## src/rtl/ar_xbar_param_if.sv

```systemverilog
// AXI read-address crossbar bundle: per-master AR/R-observe signals and per-slave AR/R-observe signals.
// Latency: n/a (wires only). Backpressure: carried by ARREADY_M / ARREADY_S.
// Modports: slave = crossbar view (masters' AR in, slaves' AR out); master = environment view driving both sides.
interface ar_xbar_param_if #(
  parameter int NUM_M   = 3,
  parameter int NUM_S   = 7,
  parameter int ID_W    = 4,
  parameter int MID_W   = $clog2(NUM_M),
  parameter int ADDR_W  = 32,
  parameter int LEN_W   = 4,
  parameter int SIZE_W  = 3,
  parameter int BURST_W = 2
);
  // master side
  logic [NUM_M*ID_W-1:0]           ARID_M;
  logic [NUM_M*ADDR_W-1:0]         ARADDR_M;
  logic [NUM_M*LEN_W-1:0]          ARLEN_M;
  logic [NUM_M*SIZE_W-1:0]         ARSIZE_M;
  logic [NUM_M*BURST_W-1:0]        ARBURST_M;
  logic [NUM_M-1:0]                ARVALID_M;
  logic [NUM_M-1:0]                ARREADY_M;
  logic [NUM_M-1:0]                RVALID_M;
  logic [NUM_M-1:0]                RREADY_M;
  logic [NUM_M-1:0]                RLAST_M;
  // slave side
  logic [NUM_S*(MID_W+ID_W)-1:0]   ARID_S;
  logic [NUM_S*ADDR_W-1:0]         ARADDR_S;
  logic [NUM_S*LEN_W-1:0]          ARLEN_S;
  logic [NUM_S*SIZE_W-1:0]         ARSIZE_S;
  logic [NUM_S*BURST_W-1:0]        ARBURST_S;
  logic [NUM_S-1:0]                ARVALID_S;
  logic [NUM_S-1:0]                ARREADY_S;
  logic [NUM_S-1:0]                RVALID_S;
  logic [NUM_S-1:0]                RREADY_S;
  logic [NUM_S-1:0]                RLAST_S;

  modport slave (
    input  ARID_M, ARADDR_M, ARLEN_M, ARSIZE_M, ARBURST_M, ARVALID_M,
    output ARREADY_M,
    input  RVALID_M, RREADY_M, RLAST_M,
    output ARID_S, ARADDR_S, ARLEN_S, ARSIZE_S, ARBURST_S, ARVALID_S,
    input  ARREADY_S, RVALID_S, RREADY_S, RLAST_S
  );

  modport master (
    output ARID_M, ARADDR_M, ARLEN_M, ARSIZE_M, ARBURST_M, ARVALID_M,
    input  ARREADY_M,
    output RVALID_M, RREADY_M, RLAST_M,
    input  ARID_S, ARADDR_S, ARLEN_S, ARSIZE_S, ARBURST_S, ARVALID_S,
    output ARREADY_S, RVALID_S, RREADY_S, RLAST_S
  );
endinterface

```

## src/rtl/ar_xbar_param.sv

```systemverilog
// AXI AR crossbar NUM_M->NUM_S: arbitrate, decode address, route, prefix master index onto ARID.
// Latency: zero-cycle combinational forward of the winning request; busy bits update next cycle.
// Backpressure: ARREADY_M follows the selected slave's ARREADY, masked while that slave or master has a burst open.
// Ports: clk, rst (async, active-high), bus (ar_xbar_param_if.slave: per-master AR + R observe, per-slave AR + R observe).
// Option: define AR_RR_ARB_EN for round-robin arbitration; default is fixed priority (master 0 highest).
module ar_xbar_param #(
  parameter int NUM_M   = 3,
  parameter int NUM_S   = 7,
  parameter int ID_W    = 4,
  parameter int MID_W   = $clog2(NUM_M),
  parameter int ADDR_W  = 32,
  parameter int LEN_W   = 4,
  parameter int SIZE_W  = 3,
  parameter int BURST_W = 2,
  parameter logic [NUM_S*ADDR_W-1:0] SLV_BASE = {32'h0006_0000, 32'h0005_0000, 32'h0004_0000,
                                                 32'h0003_0000, 32'h0002_0000, 32'h0001_0000,
                                                 32'h0000_0000},
  parameter logic [NUM_S*ADDR_W-1:0] SLV_MASK = {NUM_S{32'hFFFF_0000}},
  parameter int DEF_SLV = NUM_S - 1
) (
  input logic             clk,
  input logic             rst,
  ar_xbar_param_if.slave  bus
);
  localparam int SEL_W = (NUM_S > 1) ? $clog2(NUM_S) : 1;
  localparam int SID_W = MID_W + ID_W;

  typedef enum logic {S_IDLE, S_HOLD} state_e;

  state_e              state_q, state_d;
  logic [MID_W-1:0]    gnt_q, gnt_d;
  logic [NUM_M-1:0]    m_busy_q, m_busy_d;
  logic [NUM_S-1:0]    s_busy_q, s_busy_d;
`ifdef AR_RR_ARB_EN
  logic [MID_W-1:0]    rr_ptr_q, rr_ptr_d;
`endif

  logic [NUM_M-1:0]    elig;
  logic [MID_W-1:0]    arb_idx, gnt;
  logic                gnt_vld, fwd, hs;
  logic [SEL_W-1:0]    sel;
  logic [ID_W-1:0]     g_id;
  logic [ADDR_W-1:0]   g_addr;
  logic [LEN_W-1:0]    g_len;
  logic [SIZE_W-1:0]   g_size;
  logic [BURST_W-1:0]  g_burst;
  logic [NUM_M-1:0]    arready_m;
  logic [NUM_S-1:0]    arvalid_s;

  // Lowest-index match wins; iterate downward so the lowest match is written last.
  function automatic logic [SEL_W-1:0] decode(input logic [ADDR_W-1:0] a);
    logic [SEL_W-1:0] s;
    s = SEL_W'(DEF_SLV);
    for (int i = NUM_S - 1; i >= 0; i--) begin
      if ((a & SLV_MASK[i*ADDR_W +: ADDR_W]) == SLV_BASE[i*ADDR_W +: ADDR_W]) s = SEL_W'(i);
    end
    return s;
  endfunction

`ifdef AR_RR_ARB_EN
  // First requester at or after ptr, wrapping; nearest-to-ptr is written last.
  function automatic logic [MID_W-1:0] pick(input logic [NUM_M-1:0] req, input logic [MID_W-1:0] ptr);
    logic [MID_W-1:0] idx;
    int               j;
    idx = '0;
    for (int k = NUM_M - 1; k >= 0; k--) begin
      j = int'(ptr) + k;
      if (j >= NUM_M) j = j - NUM_M;
      if (req[j]) idx = MID_W'(j);
    end
    return idx;
  endfunction
`else
  function automatic logic [MID_W-1:0] pick(input logic [NUM_M-1:0] req);
    logic [MID_W-1:0] idx;
    idx = '0;
    for (int k = NUM_M - 1; k >= 0; k--) begin
      if (req[k]) idx = MID_W'(k);
    end
    return idx;
  endfunction
`endif

  always_comb begin
    elig = bus.ARVALID_M & ~m_busy_q;
`ifdef AR_RR_ARB_EN
    arb_idx = pick(elig, rr_ptr_q);
`else
    arb_idx = pick(elig);
`endif
    // In HOLD the locked master cannot be busy: its busy bit is only set by its own handshake.
    gnt     = (state_q == S_HOLD) ? gnt_q : arb_idx;
    gnt_vld = (state_q == S_HOLD) ? bus.ARVALID_M[gnt_q] : |elig;

    g_id    = bus.ARID_M[int'(gnt)*ID_W +: ID_W];
    g_addr  = bus.ARADDR_M[int'(gnt)*ADDR_W +: ADDR_W];
    g_len   = bus.ARLEN_M[int'(gnt)*LEN_W +: LEN_W];
    g_size  = bus.ARSIZE_M[int'(gnt)*SIZE_W +: SIZE_W];
    g_burst = bus.ARBURST_M[int'(gnt)*BURST_W +: BURST_W];
    sel     = decode(g_addr);

    // rst gates the forward path so nothing is offered while reset is asserted.
    fwd = gnt_vld & ~s_busy_q[sel] & ~rst;
    hs  = fwd & bus.ARREADY_S[sel];

    for (int i = 0; i < NUM_S; i++) arvalid_s[i] = fwd & (sel == SEL_W'(i));
    for (int m = 0; m < NUM_M; m++) arready_m[m] = hs & (gnt == MID_W'(m));

    // Busy tracking: set on AR handshake, clear on final R beat; set is masked by busy so no overlap.
    m_busy_d = (hs ? (NUM_M'(1) << gnt) : '0) | (m_busy_q & ~(bus.RVALID_M & bus.RREADY_M & bus.RLAST_M));
    s_busy_d = (hs ? (NUM_S'(1) << sel) : '0) | (s_busy_q & ~(bus.RVALID_S & bus.RREADY_S & bus.RLAST_S));

    state_d = state_q;
    gnt_d   = gnt_q;
    case (state_q)
      S_IDLE: if (gnt_vld && !hs) begin
        state_d = S_HOLD;
        gnt_d   = arb_idx;
      end
      S_HOLD: if (hs || !gnt_vld) state_d = S_IDLE;
      default: state_d = S_IDLE;
    endcase

`ifdef AR_RR_ARB_EN
    rr_ptr_d = rr_ptr_q;
    if (hs) rr_ptr_d = (int'(gnt) == NUM_M - 1) ? '0 : gnt + 1'b1;
`endif
  end

  always_ff @(posedge clk or posedge rst) begin
    if (rst) begin
      state_q  <= S_IDLE;
      gnt_q    <= '0;
      m_busy_q <= '0;
      s_busy_q <= '0;
`ifdef AR_RR_ARB_EN
      rr_ptr_q <= '0;
`endif
    end else begin
      state_q  <= state_d;
      gnt_q    <= gnt_d;
      m_busy_q <= m_busy_d;
      s_busy_q <= s_busy_d;
`ifdef AR_RR_ARB_EN
      rr_ptr_q <= rr_ptr_d;
`endif
    end
  end

  assign bus.ARREADY_M = arready_m;
  assign bus.ARVALID_S = arvalid_s;
  assign bus.ARID_S    = {NUM_S{gnt, g_id}};
  assign bus.ARADDR_S  = {NUM_S{g_addr}};
  assign bus.ARLEN_S   = {NUM_S{g_len}};
  assign bus.ARSIZE_S  = {NUM_S{g_size}};
  assign bus.ARBURST_S = {NUM_S{g_burst}};
endmodule

```

## src/flat_wrapper.sv

```systemverilog
// flat-port wrapper written by rule: the top's interface ports become plain ports
module ar_xbar_param_flat 
#(
  parameter int NUM_M   = 3,
  parameter int NUM_S   = 7,
  parameter int ID_W    = 4,
  parameter int MID_W   = $clog2(NUM_M),
  parameter int ADDR_W  = 32,
  parameter int LEN_W   = 4,
  parameter int SIZE_W  = 3,
  parameter int BURST_W = 2,
  parameter logic [NUM_S*ADDR_W-1:0] SLV_BASE = {32'h0006_0000, 32'h0005_0000, 32'h0004_0000,
                                                 32'h0003_0000, 32'h0002_0000, 32'h0001_0000,
                                                 32'h0000_0000},
  parameter logic [NUM_S*ADDR_W-1:0] SLV_MASK = {NUM_S{32'hFFFF_0000}},
  parameter int DEF_SLV = NUM_S - 1
)
  (clk, rst, bus_ARID_M, bus_ARADDR_M, bus_ARLEN_M, bus_ARSIZE_M, bus_ARBURST_M, bus_ARVALID_M, bus_ARREADY_M, bus_RVALID_M, bus_RREADY_M, bus_RLAST_M, bus_ARID_S, bus_ARADDR_S, bus_ARLEN_S, bus_ARSIZE_S, bus_ARBURST_S, bus_ARVALID_S, bus_ARREADY_S, bus_RVALID_S, bus_RREADY_S, bus_RLAST_S);
  ar_xbar_param_if #(.NUM_M(NUM_M), .NUM_S(NUM_S), .ID_W(ID_W), .MID_W(MID_W), .ADDR_W(ADDR_W), .LEN_W(LEN_W), .SIZE_W(SIZE_W), .BURST_W(BURST_W)) bus_i ();
  input logic clk;
  input logic rst;
  input wire logic [$bits(bus_i.ARID_M)-1:0] bus_ARID_M;
  input wire logic [$bits(bus_i.ARADDR_M)-1:0] bus_ARADDR_M;
  input wire logic [$bits(bus_i.ARLEN_M)-1:0] bus_ARLEN_M;
  input wire logic [$bits(bus_i.ARSIZE_M)-1:0] bus_ARSIZE_M;
  input wire logic [$bits(bus_i.ARBURST_M)-1:0] bus_ARBURST_M;
  input wire logic [$bits(bus_i.ARVALID_M)-1:0] bus_ARVALID_M;
  output wire logic [$bits(bus_i.ARREADY_M)-1:0] bus_ARREADY_M;
  input wire logic [$bits(bus_i.RVALID_M)-1:0] bus_RVALID_M;
  input wire logic [$bits(bus_i.RREADY_M)-1:0] bus_RREADY_M;
  input wire logic [$bits(bus_i.RLAST_M)-1:0] bus_RLAST_M;
  output wire logic [$bits(bus_i.ARID_S)-1:0] bus_ARID_S;
  output wire logic [$bits(bus_i.ARADDR_S)-1:0] bus_ARADDR_S;
  output wire logic [$bits(bus_i.ARLEN_S)-1:0] bus_ARLEN_S;
  output wire logic [$bits(bus_i.ARSIZE_S)-1:0] bus_ARSIZE_S;
  output wire logic [$bits(bus_i.ARBURST_S)-1:0] bus_ARBURST_S;
  output wire logic [$bits(bus_i.ARVALID_S)-1:0] bus_ARVALID_S;
  input wire logic [$bits(bus_i.ARREADY_S)-1:0] bus_ARREADY_S;
  input wire logic [$bits(bus_i.RVALID_S)-1:0] bus_RVALID_S;
  input wire logic [$bits(bus_i.RREADY_S)-1:0] bus_RREADY_S;
  input wire logic [$bits(bus_i.RLAST_S)-1:0] bus_RLAST_S;
  assign bus_i.ARID_M = bus_ARID_M;
  assign bus_i.ARADDR_M = bus_ARADDR_M;
  assign bus_i.ARLEN_M = bus_ARLEN_M;
  assign bus_i.ARSIZE_M = bus_ARSIZE_M;
  assign bus_i.ARBURST_M = bus_ARBURST_M;
  assign bus_i.ARVALID_M = bus_ARVALID_M;
  assign bus_ARREADY_M = bus_i.ARREADY_M;
  assign bus_i.RVALID_M = bus_RVALID_M;
  assign bus_i.RREADY_M = bus_RREADY_M;
  assign bus_i.RLAST_M = bus_RLAST_M;
  assign bus_ARID_S = bus_i.ARID_S;
  assign bus_ARADDR_S = bus_i.ARADDR_S;
  assign bus_ARLEN_S = bus_i.ARLEN_S;
  assign bus_ARSIZE_S = bus_i.ARSIZE_S;
  assign bus_ARBURST_S = bus_i.ARBURST_S;
  assign bus_ARVALID_S = bus_i.ARVALID_S;
  assign bus_i.ARREADY_S = bus_ARREADY_S;
  assign bus_i.RVALID_S = bus_RVALID_S;
  assign bus_i.RREADY_S = bus_RREADY_S;
  assign bus_i.RLAST_S = bus_RLAST_S;
  ar_xbar_param #(.NUM_M(NUM_M), .NUM_S(NUM_S), .ID_W(ID_W), .MID_W(MID_W), .ADDR_W(ADDR_W), .LEN_W(LEN_W), .SIZE_W(SIZE_W), .BURST_W(BURST_W), .SLV_BASE(SLV_BASE), .SLV_MASK(SLV_MASK), .DEF_SLV(DEF_SLV)) u_core (.clk(clk), .rst(rst), .bus(bus_i));
endmodule
```

## config.mk

```make
export PLATFORM = sky130hd
export DESIGN_NAME = ar_xbar_param_flat
export DESIGN_NICKNAME = d
export VERILOG_FILES = /design/src/rtl/ar_xbar_param_if.sv /design/src/rtl/ar_xbar_param.sv /design/src/flat_wrapper.sv
export SDC_FILE = /design/constraint.sdc
export NUM_CORES = 1
export LEC_CHECK = 0
export CAP_MARGIN = 20
export CORE_AREA = 2 2 198 200
export CTS_CLUSTER_SIZE = 40
export DETAILED_ROUTE_END_ITERATION = 6
export DIE_AREA = 0 0 200 202
export MAX_ROUTING_LAYER = met4
export PLACE_DENSITY = 0.42
export SLEW_MARGIN = 20
export SYNTH_ARGS = -nofsm -noshare
export SYNTH_HDL_FRONTEND = slang
export SYNTH_SLANG_ARGS = --single-unit
export TNS_END_PERCENT = 50
```

## constraint.sdc

```tcl
create_clock -name clk -period 4.9 [get_ports clk]
set_clock_uncertainty 0.05 [all_clocks]
set_input_delay 0.98 -clock clk [delete_from_list [all_inputs] [get_ports clk]]
set_output_delay 0.98 -clock clk [all_outputs]
set_load 0.005 [all_outputs]
```

==> results of run 1 <==
-- worst max-delay path, stage by stage --
cell	delay, ns
clkdlybuf4s50_1	0.44
nor2b_4	0.16
o41a_4	0.50
mux2i_2	0.20
buf_4	0.16
o211ai_1	0.15
a21oi_1	0.10
o221a_2	0.28
a21o_1	0.22
or2_1	0.22
nor2_1	0.08
clkdlybuf4s50_1	0.50
-- how the worst min path moves through the flow --
stage,endpoint,slack (ns),cells past startpoint
2_1_floorplan,u_core.m_busy_q[2],0.39,2
3_3_place_gp,u_core.m_busy_q[2],0.43,2
3_5_place_dp,u_core.m_busy_q[2],0.41,2
4_1_cts,u_core.m_busy_q[2],0.44,2
5_1_grt,u_core.m_busy_q[2],0.48,2
6_report,u_core.m_busy_q[2],0.44,2
-- routing by layer --
| layer | part of all wire (%) | wire length, um |
|---|---|---|
| met3 | 6.9 | 1560 |
| met2 | 52 | 11700 |
| met4 | 0.46 | 104 |
| met1 | 41 | 9250 |
| met5 | 0 | 0 |
-- cell type report --
| class | instances | area, sq um |
|---|---|---|
| Fill cell | 4172 | 29300 |
| Timing Repair Buffer | 626 | 6030 |
| Multi-Input combinational cell | 261 | 1900 |
| Tap cell | 518 | 648 |
| Sequential cell | 13 | 325 |
| Clock buffer | 4 | 78.8 |
| Inverter | 5 | 23.8 |
| Antenna cell | 1 | 2.50 |
-- stage by stage --
step                utilization, %  setup WS, ns
finish                        23.5        -0.137
global route                  23.5        -0.248
CTS                           23.3        -0.178
detailed placement            22.8        -0.403
global placement              22.8        -0.436
floorplan                        -         0.682
-- what timing repair did --
| action | in CTS | in global routing |
|---|---|---|
| pin swaps | 9 | 4 |
| gates resized for setup | 20 | 22 |
| cloned | 1 | 0 |
| setup buffers | 3 | 2 |
| setup endpoints to repair | 36 | 14 |
-- synthesized netlist by cell type (all sizes together), types with 3 or more instances --
cell type	instances	area [sq um]
buf	291	2180
nand2	64	250
o21ai	55	298
mux2i	48	497
dfrtp	13	325
nor2	13	56.3
clkbuf	12	45.0
nand3	12	65.1
nor3	7	45.0
nor4	7	43.8
a21oi	6	30.0
inv	4	15.0
nand2b	4	25.0
o211ai	4	30.0
o311ai	4	35.0
o31ai	4	43.8
a22o	3	27.5
o32ai	3	71.3
-- registers in the layout, indices dropped and copies added (netlist names) --
signal,cells
u_core.m_busy_q,3
u_core.gnt_q,2
u_core.state_q,1
u_core.s_busy_q,7
-- kinds of logic after synthesis --
group	after synthesis	share of synthesized area (%)
AOI/OAI and AO/OA	93	16.1
muxes	49	11.7
buffers and inverters	308	51.8
and+or+nand+nor	118	13.0
DFF	13	7.48
-- placed cells by master, fill, tap and decap left out, drive strengths merged, types with 2 or more instances in the layout --
cell	Yosys	layout
a21o	2	2
o311ai	4	4
dlymetal6s2s	0	9
clkbuf	12	4
a211oi	2	2
o41a	1	2
nand3	12	12
and3	2	2
mux2i	48	48
nor2b	2	2
o21ai	55	55
clkdlybuf4s50	0	503
o32ai	3	3
nand2	64	64
nor3	7	7
a22o	3	3
a21oi	6	6
and2	2	2
nor2	13	13
dlygate4sd2	0	3
nand4	2	2
a221o	2	2
dfrtp	13	13
o31ai	4	4
nor4	7	7
inv	4	4
o211ai	4	4
a221oi	2	2
nand2b	4	4
buf	291	111
-- power groups by stage --
| stage | Sequential (W) | Clock, W | Combinational (W) |
|---|---|---|---|
| detailed placement | 0.000180 | 0 | 0.00582 |
| finish | 0.000185 | 0.000154 | 0.00582 |
| global route | 0.000191 | 0.000164 | 0.00623 |
| CTS | 0.000185 | 0.000159 | 0.00592 |
| global placement | 0.000182 | 0 | 0.00585 |
| floorplan | 0.000165 | 0 | 0.00338 |
==> flow_summary.yaml, run 1 <==
worst_setup_path:
  reg2reg_depth: 11
  crit_fanout: 5
  path_class: "input port to output port"
  reg2reg_slack_ns: 1.88
  worstSetupStartpointType: "input port"
  r2r_end: "u_core.gnt_q[0]"
  r2r-start: "u_core.state_q"
  required_ns: 3.87
  endpoint_kind: "output port"
  cp-endpoint: "bus_ARVALID_S[1]"
  startpoint: "bus_ARVALID_M[1]"
  arrival_ns: 4.01
yosys:
  syn_avg_cell_area_sq_um: 7.49
  ys_seq_area_share_pct: 7.48
  synth_cells: 581
  ys_types: 55
  syn-num-nets: 758
  syn_area_sq_um: 4350
  yosysWarnings: 0
  synth-edff-count: 0
  ys_ff_latch: 13
  synthFlopType: "dfrtp_1"
  async_flop_share_pct: 100
die:
  die_area_sq_um: 40400
  start_util_pct: 11.4
  io_pins: 516
  die_x_um: 200
  die_y_um: 202
  core_region_area_sq_um: 38300
  row_count: 72
sta:
  hold_violations: 0
  fin_ws_ns: -0.137
  setup_tns_ns: -0.198
  fin_crit_sh_pct: 103
  relSlewSlack_pct: 49.6
  worst_slew_pin_slew_ns: 0.749
  timing.fmax_mhz: 199
  finalMaxSlewViolations: 0
  min_period_ns: 5.04
  rsz0062_at_grt: "true"
  whs_ns: 0.439
  finalSetupViolations: 2
placed_design:
  hpwl_mm: 19.4
  dpl.cell_count: 1417
  io_buffers: 515
  gp_congestion: 0.779
  postPlaceCellArea_sq_um: 8740
power:
  sw_frac_of_total_pct: 36.2
  ir_drop_mv: 0.389
  p_sw_w: 0.00223
  comb_power_share_pct: 94.5
  power.density_nw_per_um2: 683
  power.total_w: 0.00616
  p_int_w: 0.00393
  p_clk_share_pct: 2.5
  p_leak_nw: 3.68
  p_seq_share_pct: 3.0
hold_path:
  worstHoldStart: "u_core.m_busy_q[2]"
  hold_class: "flop to flop"
final_layout:
  synthToLayoutAreaGrowth_pct: 107
  layout-drive-gt1-share_pct: 17.3
  design_area_sq_um: 9010
  layout.nets: 1087
  stdcell_count: 1428
drt:
  wl_per_cell_um: 15.8
  drc: 0
  vias: 4829
  firstDrtPassIters: 4
  routed_wl_mm: 22.6
  ant_nets: 0
  detail_route.iter0.violations: 126
  viasPerCell: 3.38
outcome:
  violations: "negative setup slack"
  status: "finished with violations"
grt:
  grt_pass1_wl_mm: 31.3
  track_usage_pct: 10.5
  grt_pass1_vias: 4916
  grt.busiest_layer: "met2"
  use_met1_pct: 12.6
  grt_max_degree: 27
  antenna_found_initial: 1
  grt_use_met2_pct: 19.3
  grtUsageMet3_pct: 1.55
  overflow: 0
clocking:
  hold_buffers: 0
  numCtsBuffers: 3
  clk_path_buf_depth: 2
  insertion_delay_ns: 0.24
  tritoncts: "yes"
  cts_max_level: 1
  clockRootBuffer: "clkbuf_16"
  path_clk_slew_ns: 0.04
  cts_num_sinks: 13
run:
  maxCapViolCount: 0
Note: power is estimated with default switching activity, not from simulation.
==> inputs of run 2 (changes only) <==
Settings changed: SLEW_MARGIN 20 to default.
==> results of run 2 <==
The final DEF is identical to that of run 1; final timing and power are the same.
